## src/rtl/branch_resolver_pkg.sv

```systemverilog
// -----------------------------------------------------------------------------
// branch_resolver_pkg
// Shared definitions for the branch resolver: jump opcodes, FSM state type,
// BHT counter reset value and opcode decode helpers.
// -----------------------------------------------------------------------------
package branch_resolver_pkg;

  localparam logic [2:0] OP_JMP = 3'b100;
  localparam logic [2:0] OP_JZE = 3'b101;
  localparam logic [2:0] OP_JNE = 3'b110;
  localparam logic [2:0] OP_JCY = 3'b111;

  // Weakly not taken
  localparam logic [1:0] CTR_RST = 2'b01;

  typedef enum logic {
    ST_IDLE = 1'b0,
    ST_PEND = 1'b1
  } state_e;

  // Only the three conditional jumps train or consult the BHT
  function automatic logic is_cond(input logic [2:0] op);
    return (op == OP_JZE) || (op == OP_JNE) || (op == OP_JCY);
  endfunction

  // Actual branch outcome; anything that is not a conditional jump resolves
  // as not taken
  function automatic logic branch_taken(input logic [2:0] op,
                                        input logic       zero,
                                        input logic       carry);
    logic taken;
    taken = 1'b0;
    case (op)
      OP_JZE:  taken = zero;
      OP_JNE:  taken = !zero;
      OP_JCY:  taken = carry;
      default: taken = 1'b0;
    endcase
    return taken;
  endfunction

endpackage

```

## src/rtl/branch_resolver_bht.sv

```systemverilog
// -----------------------------------------------------------------------------
// branch_bht
// Branch history table of 2-bit saturating counters.
//   i_clk, i_rst_n : clock, asynchronous active-low reset (counters -> CTR_RST)
//   i_rd_idx       : lookup index
//   o_rd_taken     : prediction (counter MSB), forwarded from a same-cycle write
//   i_wr_en        : update strobe
//   i_wr_idx       : index to update
//   i_wr_taken     : actual outcome (1: count up, 0: count down)
// -----------------------------------------------------------------------------
module branch_bht
  import branch_resolver_pkg::*;
#(
  parameter int IDX_W = 4
) (
  input  logic             i_clk,
  input  logic             i_rst_n,
  input  logic [IDX_W-1:0] i_rd_idx,
  output logic             o_rd_taken,
  input  logic             i_wr_en,
  input  logic [IDX_W-1:0] i_wr_idx,
  input  logic             i_wr_taken
);

  localparam int ENTRIES = 1 << IDX_W;

  logic [1:0] r_ctr [0:ENTRIES-1];
  logic [1:0] w_cur;
  logic [1:0] w_upd;

  assign w_cur = r_ctr[i_wr_idx];

  always_comb begin
    w_upd = w_cur;
    if (i_wr_taken) begin
      if (w_cur != 2'b11) w_upd = w_cur + 2'd1;
    end else begin
      if (w_cur != 2'b00) w_upd = w_cur - 2'd1;
    end
  end

  // Write-through: a lookup hitting the entry being updated sees the new value
  assign o_rd_taken = (i_wr_en && (i_wr_idx == i_rd_idx)) ? w_upd[1]
                                                          : r_ctr[i_rd_idx][1];

  always_ff @(posedge i_clk or negedge i_rst_n) begin
    if (!i_rst_n) begin
      for (int k = 0; k < ENTRIES; k++) r_ctr[k] <= CTR_RST;
    end else if (i_wr_en) begin
      r_ctr[i_wr_idx] <= w_upd;
    end
  end

endmodule

```

## src/rtl/branch_resolver.sv

```systemverilog
// -----------------------------------------------------------------------------
// branch_resolver
// Predicts conditional jumps (JZE/JNE/JCY), holds one pending branch until the
// ALU flags arrive, then resolves it and raises a one-cycle flush with the
// corrected fetch address on a misprediction.
//   clk, rst_n    : clock, asynchronous active-low reset
//   enable        : conditional jump present on I, prediction requested
//   I             : instruction ([21:19] opcode, [10:0] target)
//   PC            : address of the instruction on I
//   flags_valid   : zero/carry valid for the pending branch
//   zero, carry   : ALU flags
//   predict_taken : registered prediction of the accepted branch
//   pred_next     : predicted fetch address (target or PC+1)
//   busy          : a branch awaits resolution
//   flush         : one-cycle misprediction pulse
//   next          : corrected fetch address, valid while flush = 1
// Configuration: define BRANCH_RESOLVER_BHT_EN to enable the 2-bit counter BHT;
// otherwise every branch is predicted not taken.
// -----------------------------------------------------------------------------
module branch_resolver
  import branch_resolver_pkg::*;
#(
  parameter int BHT_IDX_W = 4
) (
  input  logic        clk,
  input  logic        rst_n,
  input  logic        enable,
  input  logic [21:0] I,
  input  logic [10:0] PC,
  input  logic        flags_valid,
  input  logic        zero,
  input  logic        carry,
  output logic        predict_taken,
  output logic [10:0] pred_next,
  output logic        busy,
  output logic        flush,
  output logic [10:0] next
);

  state_e      r_state;
  logic [2:0]  r_op;
  logic [10:0] r_tgt;
  logic [10:0] r_pc;
  logic        r_pt;
  logic [10:0] r_pred_next;
  logic        r_flush;
  logic [10:0] r_next;

  logic        w_resolve;
  logic        w_actual;
  logic        w_mispredict;
  logic        w_accept;
  logic        w_pred;
  logic [10:0] w_pc_inc;
  logic [10:0] w_lat_pc_inc;
  logic        w_unused_ibits;

  assign w_unused_ibits = ^I[18:11];

  assign w_resolve    = (r_state == ST_PEND) && flags_valid;
  assign w_actual     = branch_taken(r_op, zero, carry);
  assign w_mispredict = w_resolve && (w_actual != r_pt);
  // A new branch is taken in when idle, or back-to-back behind a correctly
  // predicted one; a mispredict cycle drops it as wrong-path.
  assign w_accept     = enable &&
                        ((r_state == ST_IDLE) || (w_resolve && !w_mispredict));
  // 11-bit adders wrap modulo 2048 naturally
  assign w_pc_inc     = PC + 11'd1;
  assign w_lat_pc_inc = r_pc + 11'd1;

`ifdef BRANCH_RESOLVER_BHT_EN
  logic w_bht_taken;

  branch_bht #(
    .IDX_W(BHT_IDX_W)
  ) u_bht (
    .i_clk      (clk),
    .i_rst_n    (rst_n),
    .i_rd_idx   (PC[BHT_IDX_W-1:0]),
    .o_rd_taken (w_bht_taken),
    .i_wr_en    (w_resolve && is_cond(r_op)),
    .i_wr_idx   (r_pc[BHT_IDX_W-1:0]),
    .i_wr_taken (w_actual)
  );

  assign w_pred = is_cond(I[21:19]) && w_bht_taken;
`else
  assign w_pred = 1'b0;
`endif

  always_ff @(posedge clk or negedge rst_n) begin
    if (!rst_n) begin
      r_state     <= ST_IDLE;
      r_op        <= 3'b000;
      r_tgt       <= 11'h000;
      r_pc        <= 11'h000;
      r_pt        <= 1'b0;
      r_pred_next <= 11'h000;
      r_flush     <= 1'b0;
      r_next      <= 11'h000;
    end else begin
      r_flush <= 1'b0;
      case (r_state)
        ST_IDLE: begin
          if (enable) r_state <= ST_PEND;
        end
        ST_PEND: begin
          if (flags_valid) begin
            if (w_mispredict) begin
              r_flush <= 1'b1;
              r_next  <= w_actual ? r_tgt : w_lat_pc_inc;
              r_state <= ST_IDLE;
            end else if (!enable) begin
              r_state <= ST_IDLE;
            end
          end
        end
        default: r_state <= ST_IDLE;
      endcase
      if (w_accept) begin
        r_op        <= I[21:19];
        r_tgt       <= I[10:0];
        r_pc        <= PC;
        r_pt        <= w_pred;
        r_pred_next <= w_pred ? I[10:0] : w_pc_inc;
      end
    end
  end

  assign predict_taken = r_pt;
  assign pred_next     = r_pred_next;
  assign busy          = (r_state == ST_PEND);
  assign flush         = r_flush;
  assign next          = r_next;

endmodule

```

## config.mk

```make
export PLATFORM = sky130hd
export DESIGN_NAME = branch_resolver
export DESIGN_NICKNAME = d
export VERILOG_FILES = /design/src/rtl/branch_resolver_pkg.sv /design/src/rtl/branch_resolver_bht.sv /design/src/rtl/branch_resolver.sv
export SDC_FILE = /design/constraint.sdc
export NUM_CORES = 1
export LEC_CHECK = 0
export ABC_CLOCK_PERIOD_IN_PS = 2200
export BUFFER_PORTS_ARGS = -buffer_cell sky130_fd_sc_hd__buf_4
export CAP_MARGIN = 15
export CELL_PAD_IN_SITES_DETAIL_PLACEMENT = 1
export CELL_PAD_IN_SITES_GLOBAL_PLACEMENT = 1
export CORE_MARGIN = 10
export CORE_UTILIZATION = 35
export DETAILED_ROUTE_END_ITERATION = 6
export GPL_TIMING_DRIVEN = 1
export PLACE_DENSITY = 0.73
export SYNTH_ARGS = -nofsm -noshare
export SYNTH_HDL_FRONTEND = slang
export SYNTH_SLANG_ARGS = --single-unit
```

## constraint.sdc

```tcl
create_clock -name clk -period 2.2 [get_ports clk]
set_input_delay 0.44 -clock clk [delete_from_list [all_inputs] [get_ports clk]]
set_output_delay 0.44 -clock clk [all_outputs]
set_load 0.05 [all_outputs]
```

==> run_results.csv <==
group,metric,value,unit
clocking,ctsHtreeMaxLevel,2,
floorplanning,initial_core_util,36.65,%
setup_path,worstPathArrival,1.89,ns
setup_path,crit_path_start,"r_op[0]",
drt,vias,1119,
clocking,hold_buffers,0,
synth,synthCells,125,
final_layout,diodes,0,
clocking,cts_buffer_depth,2,
setup_path,critPathKind,"register to register",
synth,synth.yosys.seq_area_share,58.78,%
global_route,grt_pass1_vias,1277,
synth,async_flop_share,100.0,%
timing,period_needed,1.727,ns
global_route,grt_use_met1,10.27,%
placed_design,place_ws,0.2505,ns
final_layout,fillCellCount,481,
drt,avgViaCountPerCell,4.762,
floorplanning,die_w,87.99,µm
timing,setup_slack,0.4726,ns
timing,timing.final.crit_share,78.52,%
final_layout,final_cells,235,
synth,synth_edf_count,0,
drt,totalWireLength,3895,µm
timing,skew,0.003196,ns
synth,synth_seq_cells,38,
final_layout,regArea,950.9,µm²
drt,drt_pre_antenna_iters,3,
setup_path,regToRegSetupSlack,0.47,ns
pwr,clockPowerShare,15.1,%
pwr,power.switching,1213,µW
setup_path,r2r_cells,4,
pwr,ir_worst_vdd,0.4751,mV
drt,drcViolationCount,0,
pwr,seqPwrFrac,37.9,%
setup_path,start_kind,"register",
pwr,p_sw_share,42.61,%
floorplanning,coreArea,4414,µm²
clocking,cts_tree,"built",
clocking,cts.sinks,38,
timing,relSlewSlack,66.22,%
outcome,status,"complete, no violations",
setup_path,crit_required,2.36,ns
final_layout,final_nets,223,
timing,max_clock_freq,578.9,MHz
final_layout,multi_input_area,614.3,µm²
synth,yosysWarningCount,0,
drt,wire_per_inst,16.57,µm
drt,drt_iter0_markers,32,
setup_path,worstPathMaxFanout,12,
drt,ant_nets,0,
placed_design,place_congestion,0.7663,
setup_path,cp-end-kind,"register",
final_layout,stdcell_area,2142,µm²
setup_path,r2r-start,"r_op[0]",
global_route,antenna_found_initial,0,
floorplanning,die_y,87.99,µm
synth,synth_cell_types,25,
global_route,grt_pass1_wl,6203,µm
placed_design,dp_hpwl,3135,µm
timing,fin_tns_setup,0,ns
worst_hold_path,hold_class,"input port to asynchronous set/reset pin",
placed_design,place_area,2066,µm²
final_layout,drive_gt1_share,48.63,%
timing,tightest_slew,0.5054,ns
floorplanning,pin_count,64,
placed_design,portBuffers,54,
pwr,p_per_area,1329,nW/µm²
job,drv_cap,0,
global_route,busiest_layer,"met2",
pwr,p_leak,0.001009,µW
clocking,numCtsBuffers,5,
synth,synth_top_area_share,58.78,%
global_route,grt_use_met3,4.735,%
synth,syn-num-nets,165,
synth,yosysTopAreaCell,"dfrtp_1",
final_layout,final_core_util,48.53,%
synth,yosysMostFrequentCell,"dfrtp_1",
pwr,p_int,1634,µW
global_route,grt-ovfl-total,0,
timing,hold_viol_final,0,
setup_path,rr_endpoint,"next[3]",
clocking,cts_resized,0,
placed_design,dp_cells,228,
setup_path,critPathCapture,"next[3]",
synth,synth_common_cells,"38 x dfrtp_1, 26 x mux2_2, 17 x nand2_1, 9 x o21ai_0, 5 x xor2_1",
final_layout,syn2layout_area_growth,32.40,%
clocking,cts_root_buf,"clkbuf_8",
pwr,p_comb_share,47.0,%
timing,rsz0062_at_grt,"false",
global_route,grt_use_met2,18.32,%
clocking,post_cts_buffers,0,
timing,slew_violations,0,
clocking,clk_latency,0.28,ns
synth,synthFlopType,"dfrtp_1",
floorplanning,dieArea,7741,µm²
global_route,track_usage,10.26,%
global_route,grt_max_degree,39,
floorplanning,rows,24,
synth,syn-cell-area,1618,µm²
clocking,clk_pin_slew,0.07,ns
timing,setup_viol_count_final,0,
synth,syn_avg_cell_area,12.94,µm²
synth,yosys-top-cells-area,"dfrtp_1 59%, mux2_2 18%, nand2_1 3.9%",
-- stage by stage --
step	total power [µW]	hold WS (ns)
2_1_floorplan	1999	0.1444
3_3_place_gp	2410	0.4283
3_5_place_dp	2461	0.4406
4_1_cts	2898	0.1348
5_1_grt	3016	0.1419
6_report	2847	0.1186
-- logic make-up (layout without fill, tap and decap cells) --
family | after synthesis | count (layout) | synth area share [%]
compound gates | 12 | 12 | 5.104
xor+xnor | 9 | 9 | 4.872
fa+ha+maj | 1 | 1 | 0.7733
buf+inv | 8 | 66 | 3.248
flops | 38 | 38 | 58.78
mux | 27 | 27 | 18.72
other cells | 1 | 1 | 0.2318
simple gates | 29 | 29 | 8.277
-- final cells by class --
cell class | instances | share of cell area, %
Sequential cell | 38 | 44.39
Multi-Input combinational cell | 79 | 28.68
Timing Repair Buffer | 57 | 19.98
Clock buffer | 7 | 3.563
Tap cell | 52 | 3.037
Inverter | 2 | 0.3505
-- critical path, stage by stage (launching register included) --
cell and delay [ns]:
dfrtp_1 0.39, mux2i_1 0.30, nor3_1 0.11, nand2_1 0.41, mux2_2 0.40
-- power groups by stage --
stage               Combinational [µW]  Clock [µW]  Sequential (µW)
finish                            1340         429             1080
global route                      1410         492             1110
floorplan                          327           0             1670
detailed placement                1360           0             1100
CTS                               1360         448             1090
global placement                  1330           0             1080
-- placed cells by master, fill, tap and decap left out, drive strengths merged --
cell type / n
buf: 57
nor3: 2
mux2: 26
o311ai: 1
and3: 1
mux2i: 1
xor2: 5
nor2: 2
nor4: 1
nand4: 1
o22ai: 1
and4: 1
nand2: 17
conb: 1
clkbuf: 7
nand3: 2
and3b: 1
dfrtp: 38
inv: 2
xnor2: 4
o21ai: 10
ha: 1
nand2b: 1
-- worst min path at each step --
stage,end,cells past startpoint,slack [ns],startpoint
after global placement,pred_next[10],1,0.43,rst_n
after CTS,pred_next[8],1,0.13,rst_n
after floorplan,busy,0,0.14,rst_n
final,pred_next[8],1,0.12,rst_n
after global routing,pred_next[8],1,0.14,rst_n
after detailed placement,pred_next[8],1,0.44,rst_n
-- metal layers --
layer / part of all wire (%) / wire length (µm)
met5: 0 / 0
met3: 6.2 / 243
met2: 56 / 2189
met1: 37 / 1422
met4: 1.0 / 40
-- sequential cells by signal, indices dropped and copies added (netlist names) --
register / cells
next: 11
busy: 1
flush: 1
r_tgt: 11
pred_next: 11
r_op: 3
Power figures use the tool's default switching activity.
